### src/rtl/irq_conditioner.sv
// N-channel input conditioner: sync, invert, debounce, rise detect, pending latch, masked irq.
// Latency in_async->stable = SYNC_STAGES+DEBOUNCE_CYCLES edges; rise_pulse/pending +1; irq +1 more.
module irq_conditioner #(
  parameter int CHANNELS        = 8,
  parameter int SYNC_STAGES     = 2,
  parameter int DEBOUNCE_CYCLES = 4
) (
  input  logic                clk,
  input  logic                nreset,
  input  logic [CHANNELS-1:0] in_async,
  input  logic [CHANNELS-1:0] invert,
  input  logic [CHANNELS-1:0] edge_mode,
  input  logic [CHANNELS-1:0] mask,
  input  logic [CHANNELS-1:0] ack,
  output logic [CHANNELS-1:0] stable,
  output logic [CHANNELS-1:0] rise_pulse,
  output logic [CHANNELS-1:0] pending,
  output logic                irq
);

  localparam int CW = $clog2(DEBOUNCE_CYCLES + 1);
  localparam logic [CW-1:0] CNT_LAST = CW'(DEBOUNCE_CYCLES - 1);

  logic [SYNC_STAGES-1:0][CHANNELS-1:0] sync_q;
  logic [CW-1:0]                        cnt_q [CHANNELS];
  logic [CHANNELS-1:0]                  cond;
  logic [CHANNELS-1:0]                  stable_d;
  logic [CHANNELS-1:0]                  rise_set;

  assign cond     = sync_q[SYNC_STAGES-1] ^ invert;
  assign rise_set = stable & ~stable_d;

  always_ff @(posedge clk or negedge nreset) begin
    if (!nreset) begin
      sync_q <= '0;
    end else begin
      sync_q[0] <= in_async;
      for (int k = 1; k < SYNC_STAGES; k++) begin
        sync_q[k] <= sync_q[k-1];
      end
    end
  end

  // Any sample matching stable restarts the count, so only an unbroken run flips it.
  always_ff @(posedge clk or negedge nreset) begin
    if (!nreset) begin
      stable <= '0;
      for (int i = 0; i < CHANNELS; i++) begin
        cnt_q[i] <= '0;
      end
    end else begin
      for (int i = 0; i < CHANNELS; i++) begin
        if (cond[i] == stable[i]) begin
          cnt_q[i] <= '0;
        end else if (cnt_q[i] == CNT_LAST) begin
          stable[i] <= cond[i];
          cnt_q[i]  <= '0;
        end else begin
          cnt_q[i] <= cnt_q[i] + 1'b1;
        end
      end
    end
  end

  // In edge mode a new rise beats a coincident ack.
  always_ff @(posedge clk or negedge nreset) begin
    if (!nreset) begin
      stable_d   <= '0;
      rise_pulse <= '0;
      pending    <= '0;
      irq        <= 1'b0;
    end else begin
      stable_d   <= stable;
      rise_pulse <= rise_set;
      pending    <= (edge_mode & ((pending & ~ack) | rise_set)) | (~edge_mode & stable);
      irq        <= |(pending & mask);
    end
  end

endmodule

### config.mk
export PLATFORM = sky130hd
export DESIGN_NAME = irq_conditioner
export DESIGN_NICKNAME = d
export VERILOG_FILES = /design/src/rtl/irq_conditioner.sv
export SDC_FILE = /design/constraint.sdc
export NUM_CORES = 1
export LEC_CHECK = 0
export CAP_MARGIN = 20
export CORE_ASPECT_RATIO = 1.4
export CORE_MARGIN = 3
export CORE_UTILIZATION = 49
export CTS_CLUSTER_SIZE = 24
export DETAILED_ROUTE_END_ITERATION = 16
export GPL_TIMING_DRIVEN = 1
export HOLD_SLACK_MARGIN = 0.06
export PLACE_DENSITY = 0.77
export SYNTH_ARGS = -nofsm -noshare
export SYNTH_HDL_FRONTEND = slang
export SYNTH_SLANG_ARGS = --single-unit
### constraint.sdc
create_clock -name clk -period 1.6 [get_ports clk]
set_input_delay 0.16 -clock clk [delete_from_list [all_inputs] [get_ports clk]]
set_output_delay 0.16 -clock clk [all_outputs]
set_load 0.01 [all_outputs]
==> impl_metrics.toml, run 1 <==
[run_status]
result_of_the_run = "completed"

[power_and_ir_drop]
clkPwrFrac = 0.253
internal-power_mw = 4.75
peakVddDrop_v = 0.00119
power.density_nw_per_um2 = 1720
sequential_fraction_of_design_power = 0.436
design_power_total_mw = 6.57
power.switching_mw = 1.82
power.switching_fraction = 0.277
share_comb_of_total_power = 0.311
power.leakage_nw = 1.79

[placed_design]
post-dp-hpwl_um = 3430
placed_area_um2 = 3570
finalWeightedCongestion = 0.723
port_buffer_cells = 66
dp.cells = 311
pre_cts_ws_ps = 199

[worst_hold_path]
hold_class = "in2reg"
timing.hold.worst.start = "in_async[1]"

[global_route]
grt_antenna_before_repair = 0
first_global_vias = 1770
global_route.overflow_total = 0
first_pass_grt_wire_length_um = 8150
grt_use_total = 0.161
grt_start_max_net_pins = 74

[finish]
register_area_um2 = 1830
multi_input_area_um2 = 941
nets = 307
share_of_cells_above_drive_strength_1 = 0.156
fillCellCount = 391
finalInstanceArea_um2 = 3820
fin_util = 0.714
syn2layout_area_growth_pct = 36.4
diodes = 0
layoutNonFillerInstCount = 328

[setup_path]
cp-start-kind = "register"
worst-r2r-setup-slack_ps = 240
timing.rr.start = "cnt_q[18]"
worstSetupPathType = "reg2out"
setup.worst_path.start = "stable[4]"
crit_family = "buffers and inverters"
cp_data_required_time_ps = 1440
worst_ep_arrival_time_ps = 1350
critPathMaxStageDelay_ps = 590
critical_path.endpoint_type = "output pin"
crit_path_top_delay_cell = "clkdlybuf4s50_1"
crit_path_cell_trace = "clkdlybuf4s50_1"
cp_num_buf_inv = 1
maximum_fanout_encountered_on_the_critical_timing_path = 6

[sta]
post-route-period-util = 0.943
setup_total_negative_slack_ps = 0
rsz_0062_raised_after_global_routing = "false"
clock_skew_ps = 8.36
setup_violations = 0
setup_slack_ps = 91.6
slew-limit-headroom = 0.751
achievable-frequency_mhz = 663
finalHoldViolations = 0
max_slew.worst_pin.slew_ps = 373
timing.final.crit_period_ps = 1510
hold_ws_ps = 256
final-max-slew-violation-count = 0

[cts]
clk_transition_reported_paths_ps = 70
clk-insertion-delay-late_ps = 340
cts.sink_count = 73
cts_root_buf = "clkbuf_8"
cts.htree.levels = 3
post-cts-setup-buffers = 0
cts_tree = "yes"
clock_tree.buffer_depth = 2
numCtsBuffers = 9

[synth]
synth_commonest_cells = "dfrtp_1 (73), nor2b_1 (16), nor3b_2 (14)"
sequential_element_share_of_the_synthesized_area = 0.652
synth-main-ff-cell = "dfrtp_1"
ys_seq_elements = 73
yosys.area.top_type_share = 0.652
post_synthesis_cell_area_um2 = 2800
area_contributors_post_synth = "dfrtp_1 (65%), nor3b_2 (6.3%), xnor3_1 (4.0%)"
async_flop_share = 1.00
synth_top_cell_by_area = "dfrtp_1"
synth.most_common_cell = "dfrtp_1"
synth_enable_flop_cells = 0
syn_inst = 176
synthesis.nets = 226
yosys.cell_types.count = 17
syn_area_per_cell_um2 = 15.9
synthesis.yosys.warnings = 0

[die]
starting_density_of_the_core = 0.523
io-pin-count = 67
floorplan.die.width_um = 69.9
rows = 31
coreArea_um2 = 5350
fp.dieH_um = 95.5
fp.dieArea_um2 = 6670

[routing]
wire_per_inst_um = 14.4
route.detailed.drc = 0
drt_pre_antenna_iters = 4
routed_wl_um = 4730
detailroute.via_count = 1671
drt-vias-per-instance = 5.09
initialDrtViolationCount = 96
detail-route-antenna-nets = 0

[run]
timing.max_cap.violations = 0
==> registers in the layout, summed over array words and instances (netlist names) <==
| register | flops |
|---|---|
| stable_d | 8 |
| pending | 8 |
| stable | 8 |
| irq | 1 |
| rise_pulse | 8 |
| cnt_q | 24 |
| sync_q | 16 |
==> power groups by stage <==
| stage | clock, mW | sequential, mW | combinational (mW) |
|---|---|---|---|
| global placement | 0 | 2.87 | 2.01 |
| finish | 1.66 | 2.86 | 2.04 |
| floorplan | 0 | 2.95 | 0.966 |
| global route | 1.81 | 2.94 | 2.23 |
| detailed placement | 0 | 2.90 | 2.08 |
| CTS | 1.73 | 2.87 | 2.09 |
==> path summary, 6_finish.rpt <==
kind,to,cells after the start
max,stable[4],1
min reg2reg,sync_q[9],0
min,sync_q[1],1
min in group asynchronous,stable_d[2],3
max in group asynchronous,stable[5],3
max reg2reg,stable[1],3
==> placed cells by master, fill, tap and decap left out <==
cell / Yosys / layout
ha_1: 8 / 8
xnor3_2: 3 / 3
nor3b_2: 14 / 14
a32o_1: 7 / 7
buf_4: 0 / 2
a22oi_1: 4 / 4
nor3_1: 3 / 3
dfrtp_1: 73 / 72
bufinv_16: 0 / 3
nor3_2: 5 / 5
dfrtp_2: 0 / 1
o2bb2ai_1: 1 / 1
inv_1: 9 / 9
clkbuf_1: 0 / 2
dlygate4sd3_1: 0 / 1
buf_12: 0 / 1
clkdlybuf4s50_1: 0 / 65
nand2_1: 9 / 9
xnor3_1: 5 / 5
nor2_1: 2 / 2
clkinv_2: 0 / 1
buf_2: 0 / 1
clkbuf_8: 0 / 9
nor2b_1: 16 / 16
nand4_1: 1 / 1
mux2_1: 8 / 8
clkinv_4: 0 / 1
xor2_1: 8 / 8
==> final cells by class <==
class	count	share of cell area
clock buffer	11	0.0344
clock inverter	5	0.0272
inverter	9	0.00884
multi-input combinational	94	0.246
sequential	73	0.478
tap	66	0.0216
timing repair buffer	70	0.183
==> kinds of logic after synthesis <==
family                   Yosys count  share of synthesized area
XOR/XNOR                          16                     0.0907
AND/OR/NAND/NOR                   50                      0.138
adder cells (fa/ha/maj)            8                     0.0357
AO/OA/AOI/OAI                     12                     0.0389
flip-flops                        73                      0.652
multiplexers                       8                     0.0322
buffers and inverters              9                     0.0121
==> routing by layer <==
metal / track usage / wire (um)
met3: 0.0549 / 248
met1: 0.193 / 1940
met2: 0.260 / 2490
met5: 0 / 0
met4: 0.0815 / 51
==> timing repair <==
item / CTS / global route
hold buffers: 1 / 0
hold endpoints to repair: 73 / 0
endpoints found under the setup margin: 0 / 1
gates resized for setup: 0 / 1
No activity file was read; power rests on OpenSTA's default activity.
==> run 2: changes to the inputs <==
--- a/config.mk
+++ b/config.mk
@@ -8,12 +8,12 @@
 export CAP_MARGIN = 20
 export CORE_ASPECT_RATIO = 1.4
 export CORE_MARGIN = 3
-export CORE_UTILIZATION = 49
+export CORE_UTILIZATION = 30
 export CTS_CLUSTER_SIZE = 24
 export DETAILED_ROUTE_END_ITERATION = 16
 export GPL_TIMING_DRIVEN = 1
 export HOLD_SLACK_MARGIN = 0.06
-export PLACE_DENSITY = 0.77
+export PLACE_DENSITY = 0.62
 export SYNTH_ARGS = -nofsm -noshare
 export SYNTH_HDL_FRONTEND = slang
 export SYNTH_SLANG_ARGS = --single-unit
==> constraint.sdc (replaced) <==
create_clock -name clk -period 2 [get_ports clk]
set_input_delay 0.2 -clock clk [delete_from_list [all_inputs] [get_ports clk]]
set_output_delay 0.2 -clock clk [all_outputs]
set_load 0.01 [all_outputs]
==> run 2 against run 1 <==
  * Global-route usage shrank 5.9 points
  * Clock power grew 4%
  * Largest power group unchanged
  * Critical path depth is the same
  * Clock skew shrank 2.9 ps
  * Non-clock buffer count shrank 3
  * Power shrank 14%
==> impl_metrics.toml, run 2 (same netlist as run 1, synthesis figures left out) <==
[setup_path]
crit_path_cell_trace = "clkdlybuf4s50_1"
cp_data_required_time_ps = 1800
worst_reg2reg_path_depth = 3
cp_num_buf_inv = 1
critPathMaxStageDelay_ps = 590
timing.rr.start = "cnt_q[9]"
critical_path.endpoint_type = "output pin"
crit_path_top_delay_cell = "clkdlybuf4s50_1"
crit_family = "buffers and inverters"
cp_num_cells = 1
cp-start-kind = "register"
worst-r2r-setup-slack_ps = 640
rr_endpoint = "stable[4]"
maximum_fanout_encountered_on_the_critical_timing_path = 6
worstSetupPathType = "reg2out"
worst_ep_arrival_time_ps = 1350

[die]
floorplan.die.width_um = 87.7
io-pin-count = 67
fp.dieH_um = 120
rows = 41
coreArea_um2 = 9080
starting_density_of_the_core = 0.309
fp.dieArea_um2 = 10600

[routing]
initialDrtViolationCount = 41
route.detailed.drc = 0
detail-route-antenna-nets = 0
drt_pre_antenna_iters = 4
routed_wl_um = 4790
detailroute.via_count = 1626
drt-vias-per-instance = 4.44
wire_per_inst_um = 13.1

[placed_design]
pre_cts_ws_ps = 568
post-dp-hpwl_um = 3510
port_buffer_cells = 66
finalWeightedCongestion = 0.693
dp.cells = 349

[finish]
layout_top_registers = "cnt_q x24, sync_q x16"
nets = 304
final_cell_mix = "dfrtp_1 (73), clkdlybuf4s50_1 (65), nor2b_1 (16)"
multi_input_area_um2 = 941
syn2layout_area_growth_pct = 40.4
largest_reg_flops = 24
fillCellCount = 829
fin_util = 0.433
mostFrequentLayoutCell = "dfrtp_1"
diodes = 0
registers.top_by_ff_count = "cnt_q"
register_area_um2 = 1830
layoutNonFillerInstCount = 366
share_of_cells_above_drive_strength_1 = 0.151

[run_status]
result_of_the_run = "completed"

[power_and_ir_drop]
peakVddDrop_v = 0.000607
design_power_total_mw = 5.62
power.leakage_nw = 1.81
power.density_nw_per_um2 = 1430

[sta]
clock_skew_ps = 5.50
final-max-slew-violation-count = 0
setup_violations = 0
finalHoldViolations = 0
rsz_0062_raised_after_global_routing = "false"
achievable-frequency_mhz = 644
max_slew.worst_pin.slew_ps = 894
slew-limit-headroom = 0.404
setup_slack_ps = 448
timing.final.crit_period_ps = 1550
post-route-period-util = 0.776
setup_total_negative_slack_ps = 0

[cts]
numCtsBuffers = 9
clk-insertion-delay-late_ps = 330
post_cts_hold_buffer_count = 1
cts_tree = "yes"
post-cts-setup-buffers = 0
cts_root_buf = "clkbuf_16"
cts_resized = 0
clock_tree.buffer_depth = 2
clk_transition_reported_paths_ps = 50
cts.sink_count = 73
cts.htree.levels = 3

[global_route]
global_route.overflow_total = 0
first_global_vias = 1744
grt_use_total = 0.102
grt_start_max_net_pins = 74
first_pass_grt_wire_length_um = 8000
grt_antenna_before_repair = 0

[run]
timing.max_cap.violations = 0

[worst_hold_path]
holdPathStages = 1
timing.hold.worst.start = "in_async[4]"
hold_class = "in2reg"
worst_hold_endpoint = "sync_q[4]"
run 2: cell types whose count changed in the layout (fill, tap and decap cells not counted):
cell        delta
buf_4          -1
dfrtp_2        -1
clkinvlp_4     +1
dfrtp_1        +1
buf_2          -1
clkbuf_8       -7
buf_12         -1
clkbuf_16      +9
clkinv_4       -1
bufinv_16      -1
clkbuf_1       -2
clkinv_2       +1
run 2: power breakdown:
part	switching [mW]	internal, mW
Sequential	0.336	1.95
Combinational	0.601	1.00
Clock	0.573	1.15
Total	1.51	4.11
run 2: per-stage QoR:
step	area [um^2]	hold slack (ps)
final	3930	306
after global routing	3930	297
after CTS	3930	288
after global placement	3590	334
after detailed placement	3590	336
after floorplan	2800	-95.6
run 2: final cells by class:
type                       instances  area share
sequential                        73       0.464
multi-input combinational         94       0.239
timing repair buffer              67       0.170
clock buffer                      11      0.0642
tap                              107      0.0340
clock inverter                     5      0.0197
inverter                           9     0.00859
run 2: worst max path at each step:
stage                    from        end  slack [ps]
global placement    invert[7]   cnt_q[2]         590
floorplan           cnt_q[18]  stable[1]         770
detailed placement  invert[6]   cnt_q[5]         570
finish              stable[4]  stable[4]         450
CTS                 stable[4]  stable[4]         390
global route        stable[4]  stable[4]         370
run 2: worst register-to-register path, stage by stage (launching register included):
cell and delay, ps:
dfrtp_1 370, ha_1 200, nor2b_1 320, mux2_1 350
run 2: routing by layer:
| layer | wire length, um | vias to the layer above | track usage | part of all wire |
|---|---|---|---|---|
| met1 | 2030 | 798 | 0.116 | 0.42 |
| met5 | 0 | - | 0 | 0 |
| li1 | - | 767 | - | - |
| met4 | 157 | 0 | 0.0777 | 0.033 |
| met3 | 289 | 12 | 0.0286 | 0.060 |
| met2 | 2320 | 49 | 0.159 | 0.48 |
==> run 3: changes to the inputs <==
==> constraint.sdc (replaced) <==
create_clock -name clk -period 1.6 [get_ports clk]
set_input_delay 0.16 -clock clk [delete_from_list [all_inputs] [get_ports clk]]
set_output_delay 0.16 -clock clk [all_outputs]
set_load 0.01 [all_outputs]
==> run 3 against run 2 <==
  * Hold slack worse by 36 ps
  * Combinational power is 26% higher
  * Global-route usage down 0.075 points
  * Clock skew barely moved
  * Critical path type unchanged
  * Largest power group unchanged
==> impl_metrics.toml, run 3 (same netlist as run 1, synthesis figures left out) <==
[cts]
cts_root_buf = "clkbuf_16"
clk_transition_reported_paths_ps = 60
clk-insertion-delay-late_ps = 330
cts.sink_count = 73
clock_tree.buffer_depth = 2
numCtsBuffers = 9
cts_tree = "yes"
cts.htree.levels = 3
post-cts-setup-buffers = 0

[setup_path]
crit_path_top_delay_cell = "clkdlybuf4s50_1"
cp-start-kind = "register"
critPathMaxStageDelay_ps = 580
cp_num_buf_inv = 1
maximum_fanout_encountered_on_the_critical_timing_path = 6
cp_data_required_time_ps = 1440
crit_path_cell_trace = "clkdlybuf4s50_1"
worst_reg2reg_path_depth = 3
timing.rr.start = "cnt_q[9]"
critical_path.endpoint_type = "output pin"
worst_ep_arrival_time_ps = 1330
worst-r2r-setup-slack_ps = 260
cp_num_cells = 1
rr_endpoint = "stable[4]"
crit_family = "buffers and inverters"
worstSetupPathType = "reg2out"

[finish]
fillCellCount = 810
syn2layout_area_growth_pct = 41.4
layout_top_registers = "cnt_q x24, sync_q x16"
largest_reg_flops = 24
finalInstanceArea_um2 = 3960
nets = 306
diodes = 0
mostFrequentLayoutCell = "dfrtp_1"
share_of_cells_above_drive_strength_1 = 0.161
final_cell_mix = "dfrtp_1 (72), clkdlybuf4s50_1 (65), nor2b_1 (16)"
registers.top_by_ff_count = "cnt_q"

[worst_hold_path]
timing.hold.worst.start = "in_async[4]"
worst_hold_endpoint = "sync_q[4]"
holdPathStages = 1
hold_class = "in2reg"

[routing]
wire_per_inst_um = 13.2
route.detailed.drc = 0
routed_wl_um = 4840
drt-vias-per-instance = 4.41
initialDrtViolationCount = 36
detailroute.via_count = 1624
detail-route-antenna-nets = 0
drt_pre_antenna_iters = 6

[placed_design]
pre_cts_ws_ps = 204
placed_area_um2 = 3620
post-dp-hpwl_um = 3650
port_buffer_cells = 66
finalWeightedCongestion = 0.701

[die]
io-pin-count = 67
floorplan.die.width_um = 87.7
fp.dieArea_um2 = 10600
starting_density_of_the_core = 0.309
coreArea_um2 = 9080
fp.dieH_um = 120
rows = 41

[power_and_ir_drop]
power.density_nw_per_um2 = 1780
peakVddDrop_v = 0.000653
design_power_total_mw = 7.05
power.leakage_nw = 1.83

[sta]
setup_slack_ps = 108
final-max-slew-violation-count = 0
max_slew.worst_pin.slew_ps = 471
achievable-frequency_mhz = 670
post-route-period-util = 0.932
timing.final.crit_period_ps = 1490
rsz_0062_raised_after_global_routing = "false"
setup_violations = 0
setup_total_negative_slack_ps = 0
finalHoldViolations = 0
slew-limit-headroom = 0.686
hold_ws_ps = 269
clock_skew_ps = 5.75

[global_route]
global_route.overflow_total = 0
grt_use_total = 0.101
grt_start_max_net_pins = 39
first_global_vias = 1660
grt_antenna_before_repair = 0
first_pass_grt_wire_length_um = 7970

[run_status]
result_of_the_run = "completed"

[run]
timing.max_cap.violations = 0
-- run 3: metal layers --
layer	share of wire	vias up	track usage
met3	0.067	8	0.0395
met5	0	-	0
met4	0.022	0	0.0547
li1	-	776	-
met2	0.47	48	0.147
met1	0.44	792	0.128
-- run 3: power by group --
group	switching, mW	internal [mW]	leakage [nW]
Clock	0.713	1.44	0.162
Sequential	0.422	2.44	0.906
Combinational	0.765	1.27	0.759
-- run 3: per-stage QoR --
step,cells,utilization
3_5_place_dp,351,0.399
6_report,368,0.436
5_1_grt,368,0.436
4_1_cts,368,0.436
2_1_floorplan,176,-
3_3_place_gp,351,0.399
-- run 3: layout make-up --
class | instances | area, um^2 | share of cell area
sequential | 73 | 1830 | 0.461
multi-input combinational | 94 | 941 | 0.237
timing repair buffer | 69 | 696 | 0.176
clock buffer | 11 | 253 | 0.0638
tap | 107 | 134 | 0.0338
clock inverter | 5 | 77.6 | 0.0196
inverter | 9 | 33.8 | 0.00853
-- run 3: worst max path at each step --
| stage | from | endpoint |
|---|---|---|
| after floorplan | cnt_q[18] | stable[1] |
| after global placement | invert[5] | cnt_q[8] |
| after detailed placement | invert[7] | cnt_q[2] |
| after CTS | stable[4] | stable[4] |
| after global routing | stable[6] | stable[6] |
| final | stable[6] | stable[6] |
-- run 3: what timing repair did --
| item | in CTS | in global routing |
|---|---|---|
| endpoints found under the hold margin | 35 | 0 |
| endpoints found under the setup margin | 0 | 1 |
| gates resized for setup | 0 | 1 |
| hold buffers | 1 | 0 |
==> RTL change (settings of run 1) <==
Set the parameter `DEBOUNCE_CYCLES` to 8 (it was 4).
--- a/src/rtl/irq_conditioner.sv
+++ b/src/rtl/irq_conditioner.sv
@@ -3,7 +3,7 @@
 module irq_conditioner #(
   parameter int CHANNELS        = 8,
   parameter int SYNC_STAGES     = 2,
-  parameter int DEBOUNCE_CYCLES = 4
+  parameter int DEBOUNCE_CYCLES = 8
 ) (
   input  logic                clk,
   input  logic                nreset,
Formal check against the unedited RTL: not equivalent (Yosys sat finds a counterexample within 10 cycles, from zero or initial values and one cycle with nreset low).
==> RTL change against run 1 <==
  * Sequential cell count up 8
  * Cell area grew 5.3%
  * Utilization decreased by 3.2 points
  * Synthesized area is 7.9% higher
  * Setup slack worse by 33 ps
  * Total power is 4.5% lower
  * Critical path depth unchanged
  * Wire length grew 16%
==> RTL change: results (changes against run 1) <==
CTS placed an instance of clkbuf_8 at the clock tree root. In the synthesized netlist, the cells that appear most often are 81 x dfrtp_1, 32 x nor2_1, 16 x inv_1, 16 x nand2_1, 16 x xnor2_1. The async set or reset register ratio after synthesis came to 1.00 (unchanged). The fraction of the yosys area taken by sequential cells was 0.670 (+0.0182).

The iteration-0 DRC count of the detailed router is 63 (-34%). The run finished with clean final reports. The count of placed standard cells including taps came out at 376 (+21%). The layout cell share with drive strength beyond 1 came out at 0.0650 (-0.0915). The wire length of the first global-routing pass is 9300 um (+14%).

The synthesized netlist net count is 288 (+27%). The endpoint arrival time on the critical path was 1380 ps (+30 ps). The last weighted congestion value of the routability-driven placer is 0.720 (-0.39%). In this run the critical register-to-register path is captured at cnt_q[16]$_DFF_PN0_.

In this run the most critical hold path is launched from in_async[5]. The post-detailed-placement cell area is 3800 um^2 (+6.2%). For hold timing, the worst endpoint is sync_q[5]$_DFF_PN0_.

The biggest fanout along the worst timing path is 6 (unchanged). The maximum number of pins on one net before global-route repair is 40 (-46%). The most frequently used flop master after synthesis is dfrtp_1. The setup slack of the most critical reg-to-reg path was 430 ps (+190 ps). The maximum clock path buffer count came out at 2 (unchanged). The number of global-route vias before repair is 2105 (+19%). The worst hold path belongs to the class input port to register. The length in cells of the worst reg-to-reg path is 3 (unchanged).

The startpoint identified for the worst register-to-register timing path is sync_q[11]$_DFF_PN0_. The number of unique standard cell types used by synthesis came out at 16 (-1). The total number of nets in the final design came out at 368 (+20%).

The wire length per cell after detailed routing is 14.0 um (-3.0%). The count of buffers from port buffering is 66 (unchanged). The number of inserted filler cells in the final layout is 467 (+19%). The depth of the worst hold-timing path came to 1 (unchanged). The via total after detailed routing is 1978 (+18%). The total leakage power was 1.83 nW (+2.7%). The number of CTS-inserted buffers came out at 9 (unchanged). The placed wire-length estimate is 4050 um (+18%). The number of inserted diodes was 0 (unchanged).

The placement-stage worst setup slack is 212 ps (+13.0 ps). The largest clock skew in the final design was 11.1 ps (+2.75 ps). The warning count from the yosys run came out at 0 (unchanged). The transition at the pin with the smallest max-transition slack is 361 ps (-12.2 ps). By area the synthesized netlist is led by dfrtp_1 67%, xnor2_1 4.6%, nor2_1 4.0%, ha_1 3.3%, a32o_1 2.6%. The worst-case hold slack is 245 ps (-10.8 ps). The largest registers in the layout are cnt_q (32), sync_q (16).

The overall routing resource usage came out at 0.169 (+0.00826). The synthesized area per cell came out at 12.7 um^2 (-20%). The wire length after detailed routing is 5490 um (+16%). The worst voltage drop across the vdd grid is 0.000897 V (-25%).
==> RTL change: layout make-up <==
type,instances,area (um^2),share of cell area
Sequential cell,81,2030,0.505
Tap cell,70,87.6,0.0218
Inverter,16,60.1,0.0149
Multi-Input combinational cell,141,937,0.233
Timing Repair Buffer,69,696,0.173
Clock inverter,5,80.1,0.0199
Clock buffer,11,131,0.0326
==> RTL change: metal layers <==
| layer | share of wire | track usage | up-vias |
|---|---|---|---|
| met5 | 0 | 0 | - |
| met4 | 0.015 | 0.0767 | 0 |
| met3 | 0.065 | 0.0418 | 7 |
| met2 | 0.53 | 0.295 | 59 |
| met1 | 0.39 | 0.193 | 955 |
| li1 | - | - | 957 |
==> RTL change: power by group <==
group          leakage [nW]  switching [W]  internal [W]
clock                0.0995       0.000695      0.000877
sequential            0.976       0.000462       0.00261
combinational         0.760       0.000713      0.000918
==> RTL change: logic make-up after synthesis <==
group / Yosys count / synth area share
AOI/OAI and AO/OA: 20 / 0.0497
xor gates and xnor gates: 24 / 0.0695
adders and majority gates: 8 / 0.0331
buffers and inverters: 16 / 0.0199
DFF: 81 / 0.670
muxes: 8 / 0.0265
and+or+nand+nor: 81 / 0.131
==> RTL change: worst max-delay path by stage <==
stage / cells past startpoint / from / slack [ps] / to
floorplan: 3 / sync_q[15]$_DFF_PN0_ / 610 / cnt_q[0]$_DFF_PN0_
global placement: 4 / invert[3] / 240 / cnt_q[16]$_DFF_PN0_
detailed placement: 4 / invert[3] / 210 / cnt_q[18]$_DFF_PN0_
CTS: 1 / stable[7]$_DFFE_PN0P_ / 30 / stable[7]
global route: 1 / stable[1]$_DFFE_PN0P_ / 6 / stable[1]
finish: 1 / stable[2]$_DFFE_PN0P_ / 60 / stable[2]
